--- config.mk ---
export PLATFORM = sky130hd
export DESIGN_NAME = div_unit
export DESIGN_NICKNAME = d
export VERILOG_FILES = /design/src/rtl/div_unit_pkg.sv /design/src/rtl/div_unit.sv
export SDC_FILE = /design/constraint.sdc
export NUM_CORES = 1
export LEC_CHECK = 0
export CAP_MARGIN = 40
export CELL_PAD_IN_SITES_DETAIL_PLACEMENT = 1
export CELL_PAD_IN_SITES_GLOBAL_PLACEMENT = 1
export CORE_MARGIN = 5
export CORE_UTILIZATION = 37
export CTS_BUF_LIST = sky130_fd_sc_hd__clkbuf_4 sky130_fd_sc_hd__clkbuf_8
export DETAILED_ROUTE_END_ITERATION = 8
export GPL_TIMING_DRIVEN = 0
export PLACE_DENSITY_LB_ADDON = 0.1
export SYNTH_ARGS = -nofsm -noshare
export SYNTH_HDL_FRONTEND = slang
export SYNTH_SLANG_ARGS = --single-unit
export TNS_END_PERCENT = 100
--- constraint.sdc ---
create_clock -name clk -period 2.6 [get_ports clk]
set_input_delay 0.52 -clock clk [delete_from_list [all_inputs] [get_ports clk]]
set_output_delay 0.52 -clock clk [all_outputs]
set_load 0.01 [all_outputs]
--- src/rtl/div_unit_pkg.sv ---
// Shared encodings for the radix-2 restoring divider.
// State codes and handshake levels used by div_unit.
package div_unit_pkg;

   typedef enum logic [1:0] {
      DIV_FREE   = 2'b00,
      DIV_BYZERO = 2'b01,
      DIV_ON     = 2'b10,
      DIV_END    = 2'b11
   } div_state_e;

   localparam logic DIV_RESULT_READY     = 1'b1;
   localparam logic DIV_RESULT_NOT_READY = 1'b0;
   localparam logic DIV_START            = 1'b1;
   localparam logic DIV_STOP             = 1'b0;

endpackage

--- src/rtl/div_unit.sv ---
// Multi-cycle radix-2 restoring divider, {remainder, quotient} on result_o.
// Define DIV_SIGNED_EN to honour signed_i (abs on entry, sign fix on exit).
module div_unit
   import div_unit_pkg::*;
#(
   parameter int WIDTH = 32
) (
   input  logic               clk,
   input  logic               rst,
   input  logic               signed_i,
   input  logic [WIDTH-1:0]   opdata1_i,
   input  logic [WIDTH-1:0]   opdata2_i,
   input  logic               start_i,
   input  logic               annul_i,
   output logic [2*WIDTH-1:0] result_o,
   output logic               ready_o,
   output logic               busy_o
);

   localparam int CNT_W = $clog2(WIDTH) + 1;

   div_state_e         state, state_n;
   logic [CNT_W-1:0]   cnt, cnt_n;
   logic [WIDTH-1:0]   dvd, dvd_n;
   logic [WIDTH-1:0]   dvs, dvs_n;
   logic [WIDTH-1:0]   rem, rem_n;
   logic               neg_q, neg_q_n;
   logic               neg_r, neg_r_n;
   logic [2*WIDTH-1:0] result_n;
   logic               ready_n, busy_n;

   logic [WIDTH:0]     rem_sh, diff;
   logic [WIDTH-1:0]   a_abs, b_abs;
   logic [WIDTH-1:0]   q_fix, r_fix;
   logic               sgn_q, sgn_r;

`ifdef DIV_SIGNED_EN
   always_comb begin
      sgn_r = signed_i & opdata1_i[WIDTH-1];
      sgn_q = signed_i & (opdata1_i[WIDTH-1] ^ opdata2_i[WIDTH-1]);
      a_abs = sgn_r ? -opdata1_i : opdata1_i;
      b_abs = (signed_i & opdata2_i[WIDTH-1]) ? -opdata2_i : opdata2_i;
      q_fix = neg_q ? -dvd : dvd;
      r_fix = neg_r ? -rem : rem;
   end
`else
   logic unused_signed;
   assign unused_signed = ^{signed_i, neg_q, neg_r};

   always_comb begin
      sgn_r = 1'b0;
      sgn_q = 1'b0;
      a_abs = opdata1_i;
      b_abs = opdata2_i;
      q_fix = dvd;
      r_fix = rem;
   end
`endif

   // The dividend register doubles as the quotient shift register.
   assign rem_sh = {rem, dvd[WIDTH-1]};
   assign diff   = rem_sh - {1'b0, dvs};

   always_comb begin
      state_n  = state;
      cnt_n    = cnt;
      dvd_n    = dvd;
      dvs_n    = dvs;
      rem_n    = rem;
      neg_q_n  = neg_q;
      neg_r_n  = neg_r;
      result_n = '0;
      ready_n  = DIV_RESULT_NOT_READY;
      busy_n   = 1'b0;
      unique case (state)
         DIV_FREE: begin
            if (start_i == DIV_START && !annul_i) begin
               dvd_n   = a_abs;
               dvs_n   = b_abs;
               rem_n   = '0;
               neg_q_n = sgn_q;
               neg_r_n = sgn_r;
               cnt_n   = '0;
               busy_n  = 1'b1;
               if (opdata2_i == '0) begin
                  state_n = DIV_BYZERO;
                  dvd_n   = '0;
               end else begin
                  state_n = DIV_ON;
               end
            end
         end
         DIV_BYZERO: begin
            state_n = DIV_END;
            busy_n  = 1'b1;
         end
         DIV_ON: begin
            if (annul_i) begin
               state_n = DIV_FREE;
            end else begin
               busy_n = 1'b1;
               cnt_n  = cnt + CNT_W'(1);
               dvd_n  = {dvd[WIDTH-2:0], ~diff[WIDTH]};
               rem_n  = diff[WIDTH] ? rem_sh[WIDTH-1:0]
                                    : diff[WIDTH-1:0];
               if (cnt == CNT_W'(WIDTH - 1))
                  state_n = DIV_END;
            end
         end
         DIV_END: begin
            if (start_i == DIV_STOP) begin
               state_n = DIV_FREE;
            end else begin
               busy_n   = 1'b1;
               ready_n  = DIV_RESULT_READY;
               result_n = {r_fix, q_fix};
            end
         end
         default: state_n = DIV_FREE;
      endcase
   end

   always_ff @(posedge clk) begin
      if (!rst) begin
         state    <= DIV_FREE;
         cnt      <= '0;
         dvd      <= '0;
         dvs      <= '0;
         rem      <= '0;
         neg_q    <= 1'b0;
         neg_r    <= 1'b0;
         result_o <= '0;
         ready_o  <= DIV_RESULT_NOT_READY;
         busy_o   <= 1'b0;
      end else begin
         state    <= state_n;
         cnt      <= cnt_n;
         dvd      <= dvd_n;
         dvs      <= dvs_n;
         rem      <= rem_n;
         neg_q    <= neg_q_n;
         neg_r    <= neg_r_n;
         result_o <= result_n;
         ready_o  <= ready_n;
         busy_o   <= busy_n;
      end
   end

endmodule

==> impl_metrics.tcl <==
set metrics [dict create \
    cp_slowest_cell "dfxtp_2" \
    stdcell_count 1307 \
    cp.arrival_ns 3.38 \
    syn_area_per_cell_um2 8.839 \
    synthesis.area_um2 7540 \
    num-nets-final 1127 \
    clk_latency_ns 0.48 \
    path_class "reg2reg" \
    end_kind "flop" \
    cts_tree "built" \
    seq_area_frac_synth_pct 45.14 \
    dieArea_um2 23330 \
    max_slew_margin_pct 56.88 \
    via_per_inst 5.183 \
    p_sw_share_pct 32.92 \
    fin_util_pct 50.35 \
    outcome "finished with violations" \
    finalWorstSetupSlack_ns -0.4129 \
    root_buffer "clkbuf_8" \
    peakVddDrop_mv 0.3137 \
    first_global_vias 7145 \
    drcViolationCount 0 \
    tightest_slew_ns 0.6468 \
    synth_cell_types 56 \
    cp-start-kind "flop" \
    min_period_ns 3.013 \
    routabilityCongestion 0.8440 \
    initial_core_util_pct 37.38 \
    place_inst 1259 \
    synth-seq-cells 170 \
    io_pins 135 \
    max_stage_delay_ns 0.33 \
    synth_top_area_cell "dfxtp_1" \
    fin_crit_sh_pct 115.9 \
    critPathMaxFanout 6 \
    combPwrFrac_pct 25.4 \
    wl_per_cell_um 17.95 \
    p_int_mw 4.158 \
    synth.yosys.warnings 0 \
    floorplan.core_area_um2 20170 \
    drt_first_pass_iters 6 \
    min_path_type "reg2reg" \
    die_w_um 152.8 \
    grt_pass1_wl_um 37720 \
    synth_edf_count 0 \
    fillers 2363 \
    grt_use_total_pct 19.74 \
    antenna_left 0 \
    hpwl_um 16910 \
    worstPathCellList "inv_2, ha_4, inv_2, fa_2, a21o_1, a221oi_2, or3_4, a31oi_4, a31oi_4, buf_6, xor2_4, buf_12, buf_12, nor3_2, mux2i_1, nand2_1" \
    register_area_um2 3406 \
    p_seq_share_pct 43.7 \
    violations "setup timing" \
    netSwitchingPower_mw 2.041 \
    leakage_nw 3.905 \
    overflow 0 \
    pwr-share-clk_pct 31.0 \
    routed_wl_um 23460 \
    finalHoldViolations 0 \
    worstPathRequired_ns 2.97 \
    yosysTopAreaCellShare_pct 45.14 \
    dieHeight_um 152.8 \
    initialDrtViolationCount 472 \
    final_common_cell "dfxtp_1" \
    clock-sinks 170 \
    cap_violations 0 \
    io_buffer_count 133 \
    htree_levels 4 \
    skew_ns 0.02950 \
    synthTopCellsByArea "dfxtp_1 45%, nand2_1 5.7%, and2_1 5.6%, ha_1 5.5%, a21oi_1 4.2%" \
    rows 52 \
    final_cell_mix "168 x dfxtp_1, 133 x clkdlybuf4s50_1, 115 x nand2_1" \
    syn2layout_area_growth_pct 34.70 \
    power.total_mw 6.199 \
    rsz0062_at_grt "true" \
    finalSetupViolCount 33 \
    synthCells 853 \
    cts_buffers 17 \
    slew_viol_final 0 \
    power_density_nw_per_um2 610.3 \
    ys_async_sr_fraction_pct 0 \
    clkTransAtPathRegs_ns 0.11 \
    syn_nets 956 \
    grt_max_degree 19 \
    multi_input_comb_area_um2 4069 \
    drive_above_1_share_pct 11.09 \
    antenna_found_initial 2 \
    dr_total_vias 6774 \
    ys.flop_type "dfxtp_1" \
    max_freq_mhz 331.9 \
    diodes 0 \
    dp_slack_ns -0.6280 \
    clockBufferDepth 2 \
]
## routing by layer
layer / up-vias / routed length, um / GRT usage [%]
li1: 3327 / - / -
met1: 3272 / 10730 / 25.40
met2: 147 / 11090 / 32.64
met3: 24 / 1292 / 5.453
met4: 4 / 320 / 5.431
met5: - / 30 / 0
## cells in the mapped netlist (9+ instances only)
| cell | instances |
|---|---|
| ha_1 | 33 |
| a32oi_1 | 9 |
| o21ai_0 | 17 |
| nor2_1 | 72 |
| xor2_1 | 12 |
| mux2i_1 | 13 |
| a21oi_1 | 64 |
| a21o_1 | 17 |
| nand3_1 | 9 |
| o21ai_1 | 31 |
| and2_1 | 68 |
| nand4_1 | 11 |
| inv_1 | 41 |
| nand2_1 | 115 |
| a222oi_1 | 30 |
| dfxtp_1 | 170 |
| xnor2_1 | 18 |
| nor4_1 | 10 |
| clkbuf_1 | 40 |
## kinds of logic (layout without fill, tap and decap cells)
kind of cell,count (synthesis),count (layout),share of synthesized area [%]
compound gates,209,209,19.25
simple gates,310,310,19.55
flops,170,170,45.14
buf+inv,85,269,4.530
mux,13,13,1.726
fa+ha+maj,34,34,5.742
xor+xnor,32,32,4.066
## state kept, by name, indices dropped and copies added (netlist names)
name / cells
dvd: 32
result_o: 64
cnt: 6
state: 2
dvs: 32
busy_o: 1
r_fix: 32
ready_o: 1
## power groups by stage
stage	combinational [mW]	clock [mW]	sequential, mW
4_1_cts	1.48	1.97	2.71
3_3_place_gp	1.16	0	2.76
2_1_floorplan	0.807	0	2.75
6_report	1.57	1.92	2.71
5_1_grt	1.68	2.09	2.71
3_5_place_dp	1.17	0	2.76
## what timing repair did
item	4_1_cts	5_1_grt
resized for setup	45	23
gates cloned	2	1
buffers inserted	13	5
endpoints found under the setup margin	47	48
endpoints found under the hold margin	0	0
hold buffers	0	0
pin swaps	14	21
## stage by stage
stage / setup TNS (ns) / hold WS [ns] / area (um2)
2_1_floorplan: -0.4735 / 0.4363 / 7566
3_3_place_gp: -63.82 / 0.4434 / 9235
3_5_place_dp: -37.25 / 0.4468 / 9261
4_1_cts: -8.973 / 0.4608 / 10040
5_1_grt: -13.57 / 0.4825 / 10160
6_report: -10.28 / 0.4591 / 10160
## layout make-up
cell class,count,area share [%]
plain buffers,40,2.070
clock buffers,18,2.439
clock inverters,14,1.528
inverters,41,1.515
multi-input cells,598,40.06
flip-flops and latches,170,33.53
well taps,270,3.326
repair buffers,156,15.52
## path summary, 6_finish.rpt
| path | start | to | slack, ns | depth (start not counted) |
|---|---|---|---|---|
| worst max register to register | dvd[31] | r_fix[30] | -0.41 | 16 |
| worst min-delay path | dvs[5] | dvs[5] | 0.46 | 2 |
| worst max-delay path | dvd[31] | r_fix[30] | -0.41 | 16 |
| worst min register to register | dvs[5] | dvs[5] | 0.46 | 2 |
## critical path: cells and delay by family (launching register included)
family                   cells  cell delay, ns
XOR/XNOR                     1            0.21
adder cells (fa/ha/maj)      2            0.46
buffers and inverters        5            0.55
AND/OR/NAND/NOR              3            0.32
AO/OA/AOI/OAI                4            0.89
flip-flops                   1            0.33
multiplexers                 1            0.14
Power figures use the tool's default switching activity.
